<file path="src/rtl/membus_pkg.sv">
// Shared types and address map for the memory/GPIO bus and its arbiter.
package membus_pkg;

    typedef enum logic [1:0] {
        ARB   = 2'd0,
        LOCK0 = 2'd1,
        LOCK1 = 2'd2
    } arb_state_t;

    localparam logic [8:0] RAM_BASE  = 9'h000;
    localparam logic [8:0] GPIO_BASE = 9'h100;

    // Bit n set means port n may be granted in this state.
    function automatic logic [1:0] state_mask(input arb_state_t s);
        case (s)
            LOCK0:   return 2'b01;
            LOCK1:   return 2'b10;
            default: return 2'b11;
        endcase
    endfunction

endpackage

</file>
<file path="src/rtl/rr_pick2.sv">
// Two-way round-robin picker: one-hot grant from masked requests, favouring
// the port that did not win last.
module rr_pick2 (
    input  logic       req0,
    input  logic       req1,
    input  logic       last,
    input  logic [1:0] mask,
    output logic [1:0] gnt
);

    logic r0;
    logic r1;

    always_comb begin
        r0  = req0 & mask[0];
        r1  = req1 & mask[1];
        gnt = 2'b00;
        if (r0 && r1) begin
            gnt = last ? 2'b01 : 2'b10;
        end else begin
            gnt = {r1, r0};
        end
    end

endmodule

</file>
<file path="src/rtl/membus_arb.sv">
// CPU/DMA arbiter for the memory/GPIO bus: round-robin with optional bus lock,
// bus drive from the winner, and routing of one-cycle-latency read data.
module membus_arb
    import membus_pkg::*;
#(
    parameter int width      = 16,
    parameter int addr_width = 9
) (
    input  logic                  clk,
    input  logic                  reset,
    input  logic                  req0,
    input  logic                  req1,
    input  logic                  we0,
    input  logic                  we1,
    input  logic                  lock0,
    input  logic                  lock1,
    input  logic [addr_width-1:0] addr0,
    input  logic [addr_width-1:0] addr1,
    input  logic [width-1:0]      wdata0,
    input  logic [width-1:0]      wdata1,
    output logic                  gnt0,
    output logic                  gnt1,
    output logic                  rvalid0,
    output logic                  rvalid1,
    output logic [width-1:0]      rdata0,
    output logic [width-1:0]      rdata1,
    output logic [addr_width-1:0] bus_addr,
    output logic [width-1:0]      bus_wdata,
    output logic                  bus_we,
    input  logic [width-1:0]      bus_rdata
);

    arb_state_t state;
    arb_state_t state_next;
    logic       last;
    logic       tag_valid;
    logic       tag_owner;
    logic [1:0] mask;
    logic [1:0] pick;

    // Masking everything during reset keeps the bus quiet in that cycle.
    always_comb begin
        mask = reset ? 2'b00 : state_mask(state);
    end

    rr_pick2 u_pick (
        .req0 (req0),
        .req1 (req1),
        .last (last),
        .mask (mask),
        .gnt  (pick)
    );

    assign gnt0 = pick[0];
    assign gnt1 = pick[1];

    always_comb begin
        bus_addr  = '0;
        bus_wdata = '0;
        bus_we    = 1'b0;
        if (gnt0) begin
            bus_addr  = addr0;
            bus_wdata = wdata0;
            bus_we    = we0;
        end else if (gnt1) begin
            bus_addr  = addr1;
            bus_wdata = wdata1;
            bus_we    = we1;
        end
    end

    always_comb begin
        state_next = state;
        case (state)
            ARB: begin
                if (gnt0 && lock0) begin
                    state_next = LOCK0;
                end else if (gnt1 && lock1) begin
                    state_next = LOCK1;
                end
            end
            LOCK0: begin
                if (gnt0 && !lock0) begin
                    state_next = ARB;
                end
            end
            LOCK1: begin
                if (gnt1 && !lock1) begin
                    state_next = ARB;
                end
            end
            default: state_next = ARB;
        endcase
    end

    always_ff @(posedge clk) begin
        if (reset) begin
            state     <= ARB;
            last      <= 1'b1;
            tag_valid <= 1'b0;
            tag_owner <= 1'b0;
        end else begin
            state     <= state_next;
            if (gnt0 || gnt1) begin
                last <= gnt1;
            end
            tag_valid <= (gnt0 && !we0) || (gnt1 && !we1);
            tag_owner <= gnt1;
        end
    end

    // A tag left over from the cycle before reset must not surface as rvalid.
    always_comb begin
        rvalid0 = tag_valid && !tag_owner && !reset;
        rvalid1 = tag_valid && tag_owner && !reset;
        rdata0  = rvalid0 ? bus_rdata : '0;
        rdata1  = rvalid1 ? bus_rdata : '0;
    end

endmodule

</file>
<file path="config.mk">
export PLATFORM = sky130hd
export DESIGN_NAME = membus_arb
export DESIGN_NICKNAME = d
export VERILOG_FILES = /design/src/rtl/membus_pkg.sv /design/src/rtl/rr_pick2.sv /design/src/rtl/membus_arb.sv
export SDC_FILE = /design/constraint.sdc
export NUM_CORES = 1
export LEC_CHECK = 0
export ABC_AREA = 0
export CAP_MARGIN = 15
export CORE_ASPECT_RATIO = 0.8
export CORE_MARGIN = 2
export CORE_UTILIZATION = 24
export CTS_CLUSTER_SIZE = 24
export DETAILED_ROUTE_END_ITERATION = 16
export GPL_TIMING_DRIVEN = 0
export PLACE_DENSITY = 0.77
export SKIP_LAST_GASP = 1
export SYNTH_ARGS = -nofsm -noshare
export SYNTH_HDL_FRONTEND = slang
export SYNTH_SLANG_ARGS = --single-unit
</file>
<file path="constraint.sdc">
create_clock -name clk -period 1.6 [get_ports clk]
set_clock_uncertainty 0.15 [all_clocks]
set_input_delay 0.4 -clock clk [delete_from_list [all_inputs] [get_ports clk]]
set_output_delay 0.4 -clock clk [all_outputs]
set_load 0.05 [all_outputs]
</file>
==> implementation parameters <==
Parameter                              Value

Cells and area
  Fill count    between 200 and 250
  Ratio of cells with drive above 1 in the final layout    around three fifths
  Final design area excluding fillers    ~0.0037 mm^2
  Post-synthesis to final-layout area growth    240%
  ANT cells    0
  Final layout net count    408

Timing
  Final number of hold-violating endpoints    0
  Headroom to the max-slew limit    ~83%
  Sum of negative setup slack    -21,040 ps
  Maximum operating frequency    481 MHz
  Max-slew violation count    0
  Worst path setup slack after routing    -480 ps
  Setup repair after global routing missed its margin    yes
  Period utilisation layout    130%
  Final count of negative-setup-slack endpoints    62
  Clock period minus final worst setup slack    2080 ps
  Measured slew at the worst slew-check pin    254 ps

Worst setup path
  Cell with the biggest individual delay on the critical path    sky130_fd_sc_hd__dfxtp_2
  Kind of start point of the critical path    flip-flop
  Maximum fanout along the worst path    5
  Launching point of the worst reg2reg path    state[1]$_SDFFE_PP0P_
  Slack of the worst reg-to-reg path    220 ps
  Number of cells on the worst reg-to-reg path    6
  Data required time at the worst endpoint    about 1100 ps
  Largest incremental delay on the critical path    between 300 and 400 ps
  Arrival time of the worst setup path    1530 ps
  Cell chain of the critical path    nor2b_4, o21a_4, buf_16, buf_12, o22ai_4, buf_6
  Worst setup EP type    output pin
  Type of the setup path with the least slack    flip-flop to output pin
  Endpoint of the worst register-to-register path    tag_valid$_SDFF_PP0_

Place
  Placer congestion estimate    about 0.75
  Detailed Place HPWL    4150 um
  Cell area reported after detailed placement    0.00286 mm^2
  Number of input and output port buffers inserted    135

Power
  Leakage power    1.49 nW
  Power density cells    483 mW/mm^2
  VDD IR-drop max    0.000692 V

Run status
  Failing checks    negative setup slack
  Outcome    finished with violations

Routing
  Final wirelength    6860 um
  Routed vias/inst    4.91
  Initial DRC count    63
  Drt pass-1 iters    4
  Residual DRC    0
  Routed wire per std cell    17.6 um
  Number of vias after detailed routing    1,915
  Post-detailed-route count of antenna-violating nets    0

Die
  Die outline width    79.2 um
  I/O pins    between 100 and 150
  Initial core utilization    between 20% and 30%
  Placeable core area    approximately 0.0043 mm^2
  # rows    21
  Area of the die    0.00508 mm^2
  Die Y    64.1 um

Synthesis
  Synth area leader    sky130_fd_sc_hd__o22ai_2
  Dominant register cell in the synthesized netlist    sky130_fd_sc_hd__dfxtp_1
  Area contributors post-synth    sky130_fd_sc_hd__o22ai_2, sky130_fd_sc_hd__nand2_1, sky130_fd_sc_hd__and2_1
  Most common cell in the netlist    sky130_fd_sc_hd__nand2_1
  Post-synth top area share    21.9%
  Count of yosys warnings during synthesis    0
  Number of nets produced by synthesis    235
  Number of flip-flops and latches in the synthesized netlist    5
  Post-Synthesis Cells    161
  Mapped Area    0.00108 mm^2
  Unique cell type count in the Yosys netlist    24
  Share of synthesized registers carrying an async set or reset    0%
  Average instance area after synthesis    6.74 um^2
  Count of flip-flops with a built-in enable after synthesis    0
  Top post-synthesis cells by count    sky130_fd_sc_hd__nand2_1, sky130_fd_sc_hd__and2_1, sky130_fd_sc_hd__o22ai_2
  Part of the Yosys area used for sequential elements    9.23%

Clock network
  H-tree depth    1
  Clk buf depth    2
  Hold buffer count at CTS    0
  Total CTS buffers    3
  Clock Pin Slew Worst Setup and Hold Paths    40 ps
  TritonCTS clock tree    yes
  Root buffer cell    sky130_fd_sc_hd__clkbuf_8
  Clock latency reported for the late side of the worst-skew pair    roughly 220 ps
  Number of clock sinks seen by CTS    5

Global routing
  Global Route Usage Sum    23.6%
  Aggregate global routing overflow    0
  Wire length of the first global-routing pass    9450 um
  Number of global-route vias before repair    approximately 1.9k
  Number of antenna violations at the first check in global routing    0
  Largest net degree at the start of global routing    11

Worst hold path
  Number of stages on the worst hold path    4
  Worst hold path startpoint    reset
  Tightest Hold Check Type    input port to flip-flop
  Endpoint of the worst hold-timing path    tag_valid$_SDFF_PP0_

Flow run
  Max-cap check violation count    0
## kinds of logic after synthesis
family | synth area share (%)
simple gates | 48.1
compound gates | 32.5
flops | 9.23
buf+inv | 10.1
## critical path: cells and delay by family (launching register included)
family	cells	cell delay, ps
buffers and inverters	3	460
AO/OA/AOI/OAI	2	390
flip-flops	1	320
AND/OR/NAND/NOR	1	130
## cells in the final DEF (no fill, tap or decap), drive strengths merged
cell             n
and2            32
dfxtp            5
nand2           54
clkdlybuf4s50   68
o21ai            3
dlygate4sd2      2
nor3b            1
clkbuf           6
o22ai           27
nand2b           4
nor2b            6
inv              2
nand3            1
and3b            1
a41oi            1
o21a             2
nor3             1
buf            110
nor2             4
a21oi            3
## metal layers
layer,wire [um],part of all wire [%],vias up,global-route usage [%]
met5,0,0,-,0
met4,139,2.0,0,6.47
met3,510,7.4,14,6.50
met2,3710,54,83,44.9
met1,2500,36,928,25.4
li1,-,-,890,-
## report_power, final
part	leakage (nW)	internal, W	switching, W
registers	0.0426	0.000139	0.0000116
clock network	0.0228	0.000171	0.0000600
logic	1.43	0.000715	0.000687
## cell type report
type                       count  area, um^2  share of cell area (%)
multi-input combinational    140        1250                    34.0
timing repair buffer         169        2030                    54.8
buffer                        13         183                    4.95
clock buffer                   4        45.0                    1.22
inverter                       2        7.51                   0.203
sequential                     5         106                    2.88
tap                           57        71.3                    1.93
## stage by stage
| step | hold slack [ps] | cells | setup slack [ps] | utilization, % | power (W) |
|---|---|---|---|---|---|
| finish | 344 | 390 | -480 | 86.8 | 0.00178 |
| global route | 369 | 390 | -529 | 86.8 | 0.00185 |
| CTS | 340 | 389 | -483 | 84.1 | 0.00170 |
| detailed placement | 367 | 353 | -1760 | 67.2 | 0.00121 |
| global placement | 351 | 353 | -1750 | 67.2 | 0.00120 |
| floorplan | 334 | 161 | -289 | - | 0.000838 |
## registers in the layout, summed over array words and instances, names as in the netlist
name and count:
tag_valid 1, state 2, tag_owner 1, last 1
## worst max-delay path by stage
stage                  end                   from  depth (start not counted)  slack, ps
6_report       bus_addr[0]  state[1]$_SDFFE_PP0P_                          6       -480
5_1_grt        bus_addr[0]  state[1]$_SDFFE_PP0P_                          6       -530
4_1_cts        bus_addr[0]  state[1]$_SDFFE_PP0P_                          6       -480
3_5_place_dp   bus_addr[3]                  reset                          7      -1760
3_3_place_gp   bus_addr[3]                  reset                          7      -1750
2_1_floorplan  bus_addr[6]                   req1                          4       -290
## timing repair
action,CTS,global route
setup endpoints to repair,65,62
setup buffers,25,2
pin swaps,22,5
cloned,7,1
gates resized for setup,534,28
Power figures use the tool's default switching activity.
